File: src/rtl/ibr_pkg.sv
// rtl/ibr_pkg.sv - shared types and default sizes for the segmented add/sub pipeline
// Purpose: operation encoding and default datapath geometry used by ibr_pipe_addsub
//          and its per-segment stage ibr_addsub_seg.
// Contents: ibr_op_e (add/sub mode bit), IBR_WIDTH, IBR_SEG_W.
package ibr_pkg;

   typedef enum logic {
      IBR_ADD = 1'b0,
      IBR_SUB = 1'b1
   } ibr_op_e;

   localparam int IBR_WIDTH = 128;
   localparam int IBR_SEG_W = 16;

endpackage

File: src/rtl/ibr_addsub_seg.sv
// rtl/ibr_addsub_seg.sv - one carry-segmented pipeline stage (SEG_W-bit add with carry)
// Purpose: adds one SEG_W-bit segment of A and B' plus the carry from the previous
//          segment of the same transaction, and registers sum, carry and valid.
// Ports:
//    Clk      in   clock, posedge
//    Rst      in   synchronous active-high reset
//    adv_i    in   global pipeline advance; stage holds when low
//    valid_i  in   incoming transaction valid
//    a_i      in   SEG_W-bit operand A segment
//    b_i      in   SEG_W-bit operand B segment (already inverted for subtract)
//    cin_i    in   carry into this segment
//    sum_o    out  registered SEG_W-bit sum segment
//    cout_o   out  registered carry out of this segment
//    valid_o  out  registered valid
module ibr_addsub_seg
   import ibr_pkg::*;
#(
   parameter int SEG_W = IBR_SEG_W
) (
   input  logic             Clk,
   input  logic             Rst,
   input  logic             adv_i,
   input  logic             valid_i,
   input  logic [SEG_W-1:0] a_i,
   input  logic [SEG_W-1:0] b_i,
   input  logic             cin_i,
   output logic [SEG_W-1:0] sum_o,
   output logic             cout_o,
   output logic             valid_o
);

   logic [SEG_W:0]   tot_d;
   logic [SEG_W-1:0] sum_q;
   logic             cout_q;
   logic             valid_q;

   always_comb begin
      tot_d = {1'b0, a_i} + {1'b0, b_i} + {{SEG_W{1'b0}}, cin_i};
   end

   always_ff @(posedge Clk) begin
      if (Rst) begin
         sum_q   <= '0;
         cout_q  <= 1'b0;
         valid_q <= 1'b0;
      end else if (adv_i) begin
         sum_q   <= tot_d[SEG_W-1:0];
         cout_q  <= tot_d[SEG_W];
         valid_q <= valid_i;
      end
   end

   assign sum_o   = sum_q;
   assign cout_o  = cout_q;
   assign valid_o = valid_q;

endmodule

File: src/rtl/ibr_pipe_addsub.sv
// rtl/ibr_pipe_addsub.sv - carry-segmented pipelined adder/subtractor with valid/ready
// Purpose: S = A + B or A - B (mod 2^WIDTH), one pair per cycle, NSEG = WIDTH/SEG_W
//          stages, one SEG_W-bit segment resolved per stage. A single advance signal
//          stalls the whole pipeline under output backpressure.
// Ports:
//    Clk        in   clock, posedge
//    Rst        in   synchronous active-high reset
//    in_valid   in   operand pair valid
//    in_ready   out  pair accepted this cycle when in_valid is high
//    in_sub     in   0: add, 1: subtract
//    A, B       in   WIDTH-bit operands
//    out_valid  out  S/carry_out hold a completed result
//    out_ready  in   consumer takes the result
//    S          out  WIDTH-bit result
//    carry_out  out  add: carry out of MSB; sub: 1 = no borrow
module ibr_pipe_addsub
   import ibr_pkg::*;
#(
   parameter int WIDTH = IBR_WIDTH,
   parameter int SEG_W = IBR_SEG_W
) (
   input  logic             Clk,
   input  logic             Rst,
   input  logic             in_valid,
   output logic             in_ready,
   input  logic             in_sub,
   input  logic [WIDTH-1:0] A,
   input  logic [WIDTH-1:0] B,
   output logic             out_valid,
   input  logic             out_ready,
   output logic [WIDTH-1:0] S,
   output logic             carry_out
);

   localparam int NSEG = WIDTH / SEG_W;

   logic             adv;
   logic [SEG_W-1:0] seg_sum  [NSEG];
   logic             seg_cout [NSEG];
   logic             seg_vld  [NSEG];

   // Operand delay line: opa_q[k]/opb_q[k] feed stage k+1; only segments above k
   // are still needed, so lower bits are dead and trimmed by synthesis.
   logic [WIDTH-1:0] opa_q  [NSEG];
   logic [WIDTH-1:0] opb_q  [NSEG];
   ibr_op_e          mode_q [NSEG];
   // Result line: res_q[k] holds finished segments 0..k-1 alongside stage k.
   logic [WIDTH-1:0] res_q  [NSEG];

   assign adv       = ~out_valid | out_ready;
   assign in_ready  = adv;
   assign out_valid = seg_vld[NSEG-1];
   assign carry_out = seg_cout[NSEG-1];

   for (genvar k = 0; k < NSEG; k++) begin : g_stage
      logic [WIDTH-1:0] a_in;
      logic [WIDTH-1:0] b_in;
      logic [SEG_W-1:0] b_seg;
      ibr_op_e          mode;
      logic             cin;
      logic             vin;

      if (k == 0) begin : g_first
         assign a_in = A;
         assign b_in = B;
         assign mode = ibr_op_e'(in_sub);
         // Two's-complement subtract: ~B plus carry-in 1 at the bottom segment.
         assign cin  = in_sub;
         assign vin  = in_valid;
      end else begin : g_next
         assign a_in = opa_q[k-1];
         assign b_in = opb_q[k-1];
         assign mode = mode_q[k-1];
         assign cin  = seg_cout[k-1];
         assign vin  = seg_vld[k-1];
      end

      // The travelling mode bit inverts each B segment as it reaches its stage,
      // which is equivalent to inverting the whole word on entry.
      assign b_seg = (mode == IBR_SUB) ? ~b_in[k*SEG_W +: SEG_W] : b_in[k*SEG_W +: SEG_W];

      ibr_addsub_seg #(
         .SEG_W (SEG_W)
      ) u_seg (
         .Clk     (Clk),
         .Rst     (Rst),
         .adv_i   (adv),
         .valid_i (vin),
         .a_i     (a_in[k*SEG_W +: SEG_W]),
         .b_i     (b_seg),
         .cin_i   (cin),
         .sum_o   (seg_sum[k]),
         .cout_o  (seg_cout[k]),
         .valid_o (seg_vld[k])
      );

      if (k < NSEG-1) begin : g_opline
         always_ff @(posedge Clk) begin
            if (adv) begin
               opa_q[k]  <= a_in;
               opb_q[k]  <= b_in;
               mode_q[k] <= mode;
            end
         end
      end

      if (k > 0) begin : g_resline
         always_ff @(posedge Clk) begin
            if (Rst) begin
               res_q[k] <= '0;
            end else if (adv) begin
               res_q[k] <= (k == 1) ? '0 : res_q[k-1];
               res_q[k][(k-1)*SEG_W +: SEG_W] <= seg_sum[k-1];
            end
         end
      end
   end

   for (genvar j = 0; j < NSEG; j++) begin : g_out
      if (j == NSEG-1) begin : g_top_seg
         assign S[j*SEG_W +: SEG_W] = seg_sum[NSEG-1];
      end else begin : g_low_seg
         assign S[j*SEG_W +: SEG_W] = res_q[NSEG-1][j*SEG_W +: SEG_W];
      end
   end

endmodule

File: config.mk
export PLATFORM = sky130hd
export DESIGN_NAME = ibr_pipe_addsub
export DESIGN_NICKNAME = d
export VERILOG_FILES = /design/src/rtl/ibr_pkg.sv /design/src/rtl/ibr_addsub_seg.sv /design/src/rtl/ibr_pipe_addsub.sv
export SDC_FILE = /design/constraint.sdc
export NUM_CORES = 1
export LEC_CHECK = 0
export CAP_MARGIN = 40
export CORE_AREA = 4 4 308 310
export CTS_BUF_LIST = sky130_fd_sc_hd__clkbuf_2
export CTS_CLUSTER_SIZE = 12
export DETAILED_ROUTE_END_ITERATION = 10
export DIE_AREA = 0 0 312 314
export GPL_TIMING_DRIVEN = 0
export PLACE_DENSITY = 0.95
export SLEW_MARGIN = 20
export SYNTH_ARGS = -nofsm -noshare
export SYNTH_HDL_FRONTEND = slang
export SYNTH_HIERARCHICAL = 1
export SYNTH_SLANG_ARGS = --single-unit
File: constraint.sdc
create_clock -name Clk -period 46.3 [get_ports Clk]
set_input_delay 9.26 -clock Clk [delete_from_list [all_inputs] [get_ports Clk]]
set_output_delay 9.26 -clock Clk [all_outputs]
set_load 0.05 [all_outputs]
# Yosys cells after proc, flatten, opt, wreduce, memory -nomap -nowiden
# Memory sizes are Yosys's and may differ from the RTL's.
# Cells that the tools add are included.
[totals] regBits=144 latch_bits=0 ram_bits=3080 romBits=0 inputBits=261 out_inout_bits=131 word_cells=96 n_memories=4
[op_classes] n_addsub=16 n_mul=0 div=0 magnitude_cmp=0 n_eq_ne=0 shift=0 n_mux=28 n_bitwise=24 reduce_logical=0
[memory_table] name="opa_q" depth=8 word_bits=128 rd=7 rd_clocked_by_memory_dff=0 wr=7 line_no="ibr_pipe_addsub.sv:44" rtl="logic [WIDTH-1:0] opa_q [NSEG];"
[memory_table] name="opb_q" depth=8 word_bits=128 rd=7 rd_clocked_by_memory_dff=0 wr=7 line_no="ibr_pipe_addsub.sv:45" rtl="logic [WIDTH-1:0] opb_q [NSEG];"
[memory_table] name="res_q" depth=8 word_bits=128 rd=7 rd_clocked_by_memory_dff=0 wr=7 line_no="ibr_pipe_addsub.sv:48" rtl="logic [WIDTH-1:0] res_q [NSEG];"
[memory_table] name="mode_q" depth=8 word_bits=1 rd=7 rd_clocked_by_memory_dff=0 wr=7 line_no="ibr_pipe_addsub.sv:46" rtl="ibr_op_e mode_q [NSEG];"
[ops] cell="128-bit 2-to-1 mux" n=7
[ops] cell="16-bit 2-to-1 mux" n=15
[ops] cell="16-bit by 16-bit adder with 17-bit output" n=8
[ops] cell="17-bit by 1-bit adder with 17-bit output" n=8
[ops] cell="16-bit inverter" n=8
[ops] cell="1-bit OR" n=15
[ops] cell="1-bit 2-to-1 mux" n=6
[ops] cell="1-bit inverter" n=1

# Depth between registers and ports, before layout
# Gate-level depths: netlist of run 1.
[logic_depth] ltp_word=7 mapped_depth=11 depth_no_buf=9

# By module
# Netlist of run 1, hierarchy kept.
[modules_own_cells] mod="ibr_pipe_addsub" n_inst=1 cells_each=2158 area_per_inst_um2=48803.1
[modules_own_cells] mod="ibr_addsub_seg (g_stage[1].u_seg ...)" n_inst=2 cells_each=176 area_per_inst_um2=1462.7
[modules_own_cells] mod="ibr_addsub_seg (g_stage[5].u_seg ...)" n_inst=2 cells_each=164 area_per_inst_um2=1457.6
[modules_own_cells] mod="ibr_addsub_seg (g_stage[3].u_seg ...)" n_inst=2 cells_each=173 area_per_inst_um2=1452.6
[modules_own_cells] mod="ibr_addsub_seg (g_stage[7].u_seg)" n_inst=1 cells_each=167 area_per_inst_um2=1443.9
[modules_own_cells] mod="ibr_addsub_seg (g_stage[0].u_seg)" n_inst=1 cells_each=166 area_per_inst_um2=1413.9

# Least setup slack after synthesis of run 1
# Ideal clock, no wire load.
[synth_timing] path_type="input -> output" start="input port out_ready" end="output port in_ready" t_arrival_ps=27810 required_ps=37040 path_slack_ps=9230 stages=5 cell_sequence="nor2b_1 > buf_6 > buf_6 > buf_6 > inv_1"
[synth_between] elab_chain_cells=1
[synth_lines] element="start: declaration" line_no="ibr_pipe_addsub.sv:30" rtl="input logic out_ready,"
[synth_lines] element="1-bit OR" line_no="ibr_pipe_addsub.sv:50" rtl="assign adv = ~out_valid | out_ready;"
[synth_lines] element="end: declaration" line_no="ibr_pipe_addsub.sv:25" rtl="output logic in_ready,"
# No other way between the ends.

# Worst setup path in the final report of run 1
# Ends and elaborated chain as after synthesis.

==> results of run 1 <==
-- logic make-up (layout without fill, tap and decap cells) --
group | after synthesis | after routing
xor gates and xnor gates | 176 | 176
muxes | 56 | 56
and+or+nand+nor | 899 | 899
other | 0 | 13
buffers and inverters | 319 | 1327
AOI/OAI and AO/OA | 436 | 436
DFF | 1495 | 1495
adders and majority gates | 136 | 136
-- registers in the layout, summed over array words and instances (netlist names) --
name                   flops
g_stage.u_seg/valid_o      8
mode_q                     7
opa_q                    448
opb_q                    448
g_stage.u_seg/cout_o       8
g_stage.u_seg/sum_o      128
res_q                    448
-- final timing paths --
kind                                          from                                     end  cells past startpoint
min                        opb_q[0][119]$_DFFE_PP_                 opb_q[1][119]$_DFFE_PP_                      0
min reg2reg                opb_q[0][119]$_DFFE_PP_                 opb_q[1][119]$_DFFE_PP_                      0
max                                      out_ready                                in_ready                      8
max reg2reg  g_stage[7].u_seg/valid_o$_SDFFE_PP0P_  g_stage[7].u_seg/sum_o[4]$_SDFFE_PP0P_                     12
-- worst max-delay path, stage by stage --
cell and delay, ns:
clkdlybuf4s50_1 0.48, nor2b_1 0.10, buf_6 0.19, buf_6 0.19, buf_6 0.18, inv_8 0.17, buf_16 0.37, clkdlybuf4s50_1 0.92
-- power breakdown --
group	leakage (uW)	total (uW)	internal (uW)	switching, uW
clock	0.00240	829	331	498
sequential	0.0162	1590	1550	37.6
combinational	0.00923	290	130	160
total	0.0279	2710	2010	696
-- synth_stat cells (18+ instances only) --
cell / n / share of area
nor2_1: 122 / 0.0076
buf_6: 45 / 0.0084
clkbuf_1: 35 / 0.0022
nor3_1: 22 / 0.0018
buf_2: 64 / 0.0053
ha_1: 120 / 0.025
edfxtp_1: 1351 / 0.67
o211ai_1: 18 / 0.0022
nor3b_1: 63 / 0.0078
xnor2_1: 30 / 0.0043
nand3_1: 32 / 0.0027
a21oi_1: 103 / 0.0085
nand2_1: 114 / 0.0071
xor2_1: 146 / 0.021
a21o_1: 43 / 0.0053
a211oi_1: 22 / 0.0027
buf_4: 122 / 0.015
nand2b_1: 19 / 0.0020
nor3b_2: 401 / 0.083
o21ai_0: 53 / 0.0044
mux2i_1: 56 / 0.0093
dfxtp_1: 144 / 0.048
inv_1: 37 / 0.0023
-- per-layer routing --
| metal | vias up | share of wire |
|---|---|---|
| li1 | 15100 | - |
| met1 | 16000 | 0.37 |
| met2 | 1228 | 0.54 |
| met3 | 297 | 0.057 |
| met4 | 2 | 0.039 |
| met5 | - | 0.00010 |
-- through the flow --
| step | utilization | TNS (ns) | power, uW | setup WS, ns | hold WS, ns |
|---|---|---|---|---|---|
| after global routing | 0.757 | 0 | 2830 | 24.95 | 0.332 |
| after floorplan | - | 0 | 1790 | 9.23 | 0.400 |
| after detailed placement | 0.723 | 0 | 1900 | 25.01 | 0.405 |
| after global placement | 0.718 | -0.331 | 1880 | -0.331 | 0.400 |
| after CTS | 0.757 | 0 | 2730 | 25.01 | 0.341 |
| final | 0.757 | 0 | 2710 | 25.01 | 0.328 |
-- area by class of cell --
class,instances,area (um^2)
antenna,13,32.5
buffer,282,2030
clock buffer,521,2610
clock inverter,78,477
fill,5012,22300
inverter,37,146
multi-input combinational,1703,14800
sequential,1495,43500
tap,1186,1480
timing repair buffer,409,4390
==> flow_summary_export.csv, run 1 <==
group,metric,value,unit
die,dieArea,98000,um^2
die,start_util,0.659,
logic_synthesis,muxShareOfSynthArea,0.00928,
route,vias,32700,
critical_path,crit_required,37.04,ns
sta,hold_viol,0,
logic_synthesis,synth-compound-area-share,0.0528,
clocking,cts.clk_slew.worst_paths,0.23,ns
logic_synthesis,ys_seq_area_frac,0.719,
clocking,hold_buffers,0,
logic_synthesis,synth.lib_cells_used.distinct,94,
global_routing,gr-total-overflow,0,
die,die_w,312,um
critical_path,cp_max_fo,112,
clocking,cts_made_buffers,357,
layout,syn_to_final_growth,14.9,%
sta,slew_viol_final,0,
layout,layout_common_cells,"edfxtp_1, clkbuf_2, nor3b_2",
route,drt.antenna.violating_nets,0,
critical_path,crit_path_start_kind,"primary input",
sta,fin_skew,0.165,ns
placed_design,place_area,66300,um^2
layout,final_common_cell,"edfxtp_1",
die,row_count,111,
clocking,clock_sinks,1495,
hold_path,holdCritPathClass,"reg -> reg",
logic_synthesis,synthFlopType,"edfxtp_1",
route,drcViolationCount,0,
sta,worst_slew_pin_slew,1.02,ns
layout,fin_cells,5724,
placed_design,gp_congestion,0.885,
sta,rsz0062_at_grt,"false",
route,firstDrtPassIters,5,
logic_synthesis,synth_area,60400,um^2
power,powerDensity,39.0,nW/um^2
global_routing,first_global_vias,34200,
sta,slew_headroom,0.323,
logic_synthesis,avgSynthCellArea,17.2,um^2
global_routing,grt_util_met2,0.464,
layout,stdcell_area,69400,um^2
logic_synthesis,ys_warn_count,6,
sta,period_needed,21.29,ns
route,routedWlPerCell,22.0,um
logic_synthesis,synth_top_family_by_area,"simple AND/OR/NAND/NOR gates",
clocking,clock_latency,1.59,ns
global_routing,met3_usage,0.0517,
power,p_leak,0.0279,uW
route,wl,126,mm
critical_path,end_kind,"primary output",
sta,period_share,0.460,
global_routing,grt_max_degree,122,
route,viasPerCell,5.71,
clocking,ctsResizeCount,0,
placed_design,dpl.cell_count,5112,
flow_run,maxCapViolations,0,
placed_design,port_buffers,391,
global_routing,grt_pass1_wl,192,mm
status,status,"completed",
global_routing,gr-usage-met1,0.295,
logic_synthesis,synth_fa_ha_area_frac,0.0302,
die,io_pins,392,
sta,finalSetupViolCount,0,
route,drt_iter0_markers,2853,
global_routing,grt_use_total,0.256,
placed_design,dpl.hpwl,84.5,mm
layout,nets,4682,
global_routing,antenna_found_initial,6,
logic_synthesis,synth-simple-area-share,0.127,
logic_synthesis,ys_async_sr_fraction,0,
layout,drive_above_1_share,0.278,
logic_synthesis,syn_inst,3517,
logic_synthesis,syn_nets,3914,
logic_synthesis,synth_xor_area_frac,0.0255,
clocking,cts_root_buf,"clkbuf_2",
power,ir_drop,33.7,uV
clocking,postCtsSetupRepairBufs,0,
logic_synthesis,synth_seq_cells,1495,
die,die_h,314,um
critical_path,critical_path_class,"in -> out",
clocking,cts_max_level,5,
sta,fmax,0.0470,GHz
die,core,91700,um^2
critical_path,cp.arrival,12.03,ns
global_routing,globalRoute.busiestLayer,"met2",
clocking,cts_tree,"yes",
logic_synthesis,synth_edf_count,1351,
critical_path,r2r_slack,42.19,ns
clocking,ctsLongestPathBuffers,4,
No activity file was read; power rests on OpenSTA's default activity.
==> inputs of run 2 (changes only) <==
CORE_AREA = 4 4 337 339   (was 4 4 308 310)
DIE_AREA = 0 0 341 343   (was 0 0 312 314)
PLACE_DENSITY = 0.85   (was 0.95)
clock period = 18.93 ns   (was 46.3 ns; I/O delays follow)
==> run 2 against run 1 <==
Highest routed layer is now met4. Cell count up 6.3%. Count of clock-buffer cells in the layout up 25. Sequential power grew 140%. Critical path depth is 2 higher. Worst hold slack improved by 0.0029 ns. Clock skew up 0.031 ns. Via count is 2.3% lower. Largest cell class unchanged.
==> flow_summary_export.csv, run 2 (same netlist as run 1, synthesis figures left out) <==
group,metric,value,unit
clocking,ctsResizeCount,0,
die,dieArea,117000,um^2
route,drt_iter0_markers,1999,
global_routing,gr-total-overflow,0,
hold_path,holdCritPathClass,"reg -> reg",
route,routedWlPerCell,19.7,um
route,drt.antenna.violating_nets,0,
critical_path,cp.arrival,7.25,ns
critical_path,r2r_slack,15.12,ns
sta,period_needed,11.03,ns
clocking,ctsLongestPathBuffers,4,
layout,fill_cells,7687,
layout,layout_common_cells,"edfxtp_1, clkbuf_2, nor3b_2",
sta,finalSetupViolCount,0,
clocking,cts.clk_slew.worst_paths,0.10,ns
sta,period_share,0.583,
layout,nets,4715,
route,drcViolationCount,0,
power,p_int,4940,uW
critical_path,crit_end,"in_ready",
clocking,clock_latency,1.57,ns
critical_path,r2r-end,"g_stage[3].u_seg/sum_o[15]$_SDFFE_PP0P_",
route,wl,120,mm
sta,slew_headroom,0.415,
die,start_util,0.547,
global_routing,grt_max_degree,65,
layout,final_common_cell,"edfxtp_1",
critical_path,critPathLaunch,"out_ready",
die,io_pins,392,
route,viasPerCell,5.25,
critical_path,crit_required,15.14,ns
global_routing,antenna_found_initial,4,
placed_design,gp_congestion,0.860,
global_routing,first_global_vias,33500,
sta,final.setup.tns,0,ns
critical_path,cp_max_fo,34,
layout,largestRegisters,"opa_q x448, opb_q x448, res_q x448",
die,die_h,343,um
sta,worst_slew_pin_slew,0.878,ns
clocking,cts_root_buf,"clkbuf_2",
power,p_leak,0.0282,uW
layout,stdcell_area,70300,um^2
clocking,cts_max_level,5,
power,p_switching,1690,uW
sta,slew_viol_final,0,
clocking,cts_made_buffers,370,
layout,drive_above_1_share,0.284,
route,vias,31900,
layout,syn_to_final_growth,16.4,%
critical_path,crit_path_start_kind,"primary input",
sta,hold_viol,0,
power,ir_drop,75.2,uV
status,status,"completed",
placed_design,pre_cts_ws,7.86,ns
power,finalPower,6640,uW
sta,fin_skew,0.196,ns
power,powerDensity,94.3,nW/um^2
power,p_sw_frac,0.255,
sta,fmax,0.0906,GHz
critical_path,rr_worst_depth,13,
die,die_w,341,um
clocking,cts_tree,"yes",
route,firstDrtPassIters,7,
power,clock_power_share,0.312,
clocking,hold_buffers,0,
sta,worst_slack,7.90,ns
critical_path,end_kind,"primary output",
placed_design,dpl.hpwl,82.6,mm
placed_design,port_buffers,391,
sta,rsz0062_at_grt,"false",
die,row_count,122,
global_routing,grt_use_total,0.206,
critical_path,critical_path_class,"in -> out",
clocking,clock_sinks,1495,
placed_design,place_area,67000,um^2
power,comb_power_share,0.104,
flow_run,maxCapViolations,0,
global_routing,grt_pass1_wl,186,mm
clocking,postCtsSetupRepairBufs,0,
power,seqPwrFrac,0.584,
critical_path,reg2reg_from,"g_stage[7].u_seg/valid_o$_SDFFE_PP0P_",
die,core,110000,um^2
run 2: changes by cell type in the layout (fill, tap and decap cells not counted), sizes merged:
| cell | previous run | this run |
|---|---|---|
| buf | 260 | 280 |
| bufinv | 6 | 5 |
| clkbuf | 562 | 587 |
| clkinv | 67 | 90 |
| clkinvlp | 1 | 4 |
| diode | 13 | 4 |
| inv | 41 | 40 |
run 2: metrics by stage:
stage                util  cells  hold WS (ns)
floorplan               -   3517         0.400
global placement    0.600   5396         0.400
detailed placement  0.607   5434         0.405
CTS                 0.637   6082         0.341
global route        0.637   6086         0.327
finish              0.637   6086         0.331
run 2: cell type report:
type | count | area, um^2 | share of cell area
Multi-Input combinational cell | 1703 | 14800 | 0.210
Antenna cell | 4 | 10.0 | 0.000142
Clock inverter | 102 | 561 | 0.00797
Timing Repair Buffer | 429 | 4750 | 0.0676
Buffer | 282 | 2030 | 0.0288
Clock buffer | 546 | 2730 | 0.0389
Sequential cell | 1495 | 43500 | 0.618
Inverter | 37 | 143 | 0.00203
Tap cell | 1488 | 1860 | 0.0265
run 2: power groups by stage:
stage	clock network (uW)	registers, uW	logic (uW)
2_1_floorplan	0	3920	458
3_3_place_gp	0	3940	672
3_5_place_dp	0	3950	689
4_1_cts	2160	3880	693
5_1_grt	2350	3890	756
6_report	2070	3880	693
run 2: worst min-delay path by stage:
stage	startpoint	end	slack (ns)	depth (start not counted)
3_5_place_dp	opa_q[0][101]$_DFFE_PP_	opa_q[1][101]$_DFFE_PP_	0.40	0
4_1_cts	opa_q[1][113]$_DFFE_PP_	opa_q[2][113]$_DFFE_PP_	0.34	0
2_1_floorplan	opa_q[0][100]$_DFFE_PP_	opa_q[1][100]$_DFFE_PP_	0.40	0
3_3_place_gp	opb_q[4][118]$_DFFE_PP_	opb_q[5][118]$_DFFE_PP_	0.40	0
5_1_grt	opa_q[5][117]$_DFFE_PP_	opa_q[6][117]$_DFFE_PP_	0.33	0
6_report	opa_q[1][71]$_DFFE_PP_	opa_q[2][71]$_DFFE_PP_	0.33	0
run 2: metal layers:
| metal | wire (um) | track usage | vias to the layer above | share of wire |
|---|---|---|---|---|
| met5 | 0 | 0 | - | 0 |
| met4 | 3520 | 0.0814 | 0 | 0.029 |
| met3 | 6810 | 0.0458 | 181 | 0.057 |
| met2 | 62900 | 0.365 | 982 | 0.52 |
| met1 | 46900 | 0.246 | 15500 | 0.39 |
| li1 | - | - | 15200 | - |
run 2: critical path, cell delays in order:
cell and delay [ns]:
clkdlybuf4s50_1 0.40, nor2b_1 0.40, buf_6 0.29, buf_6 0.27
buf_6 0.21, clkinvlp_4 0.40, buf_16 0.32, buf_12 0.19
buf_16 0.19, clkdlybuf4s50_1 0.72
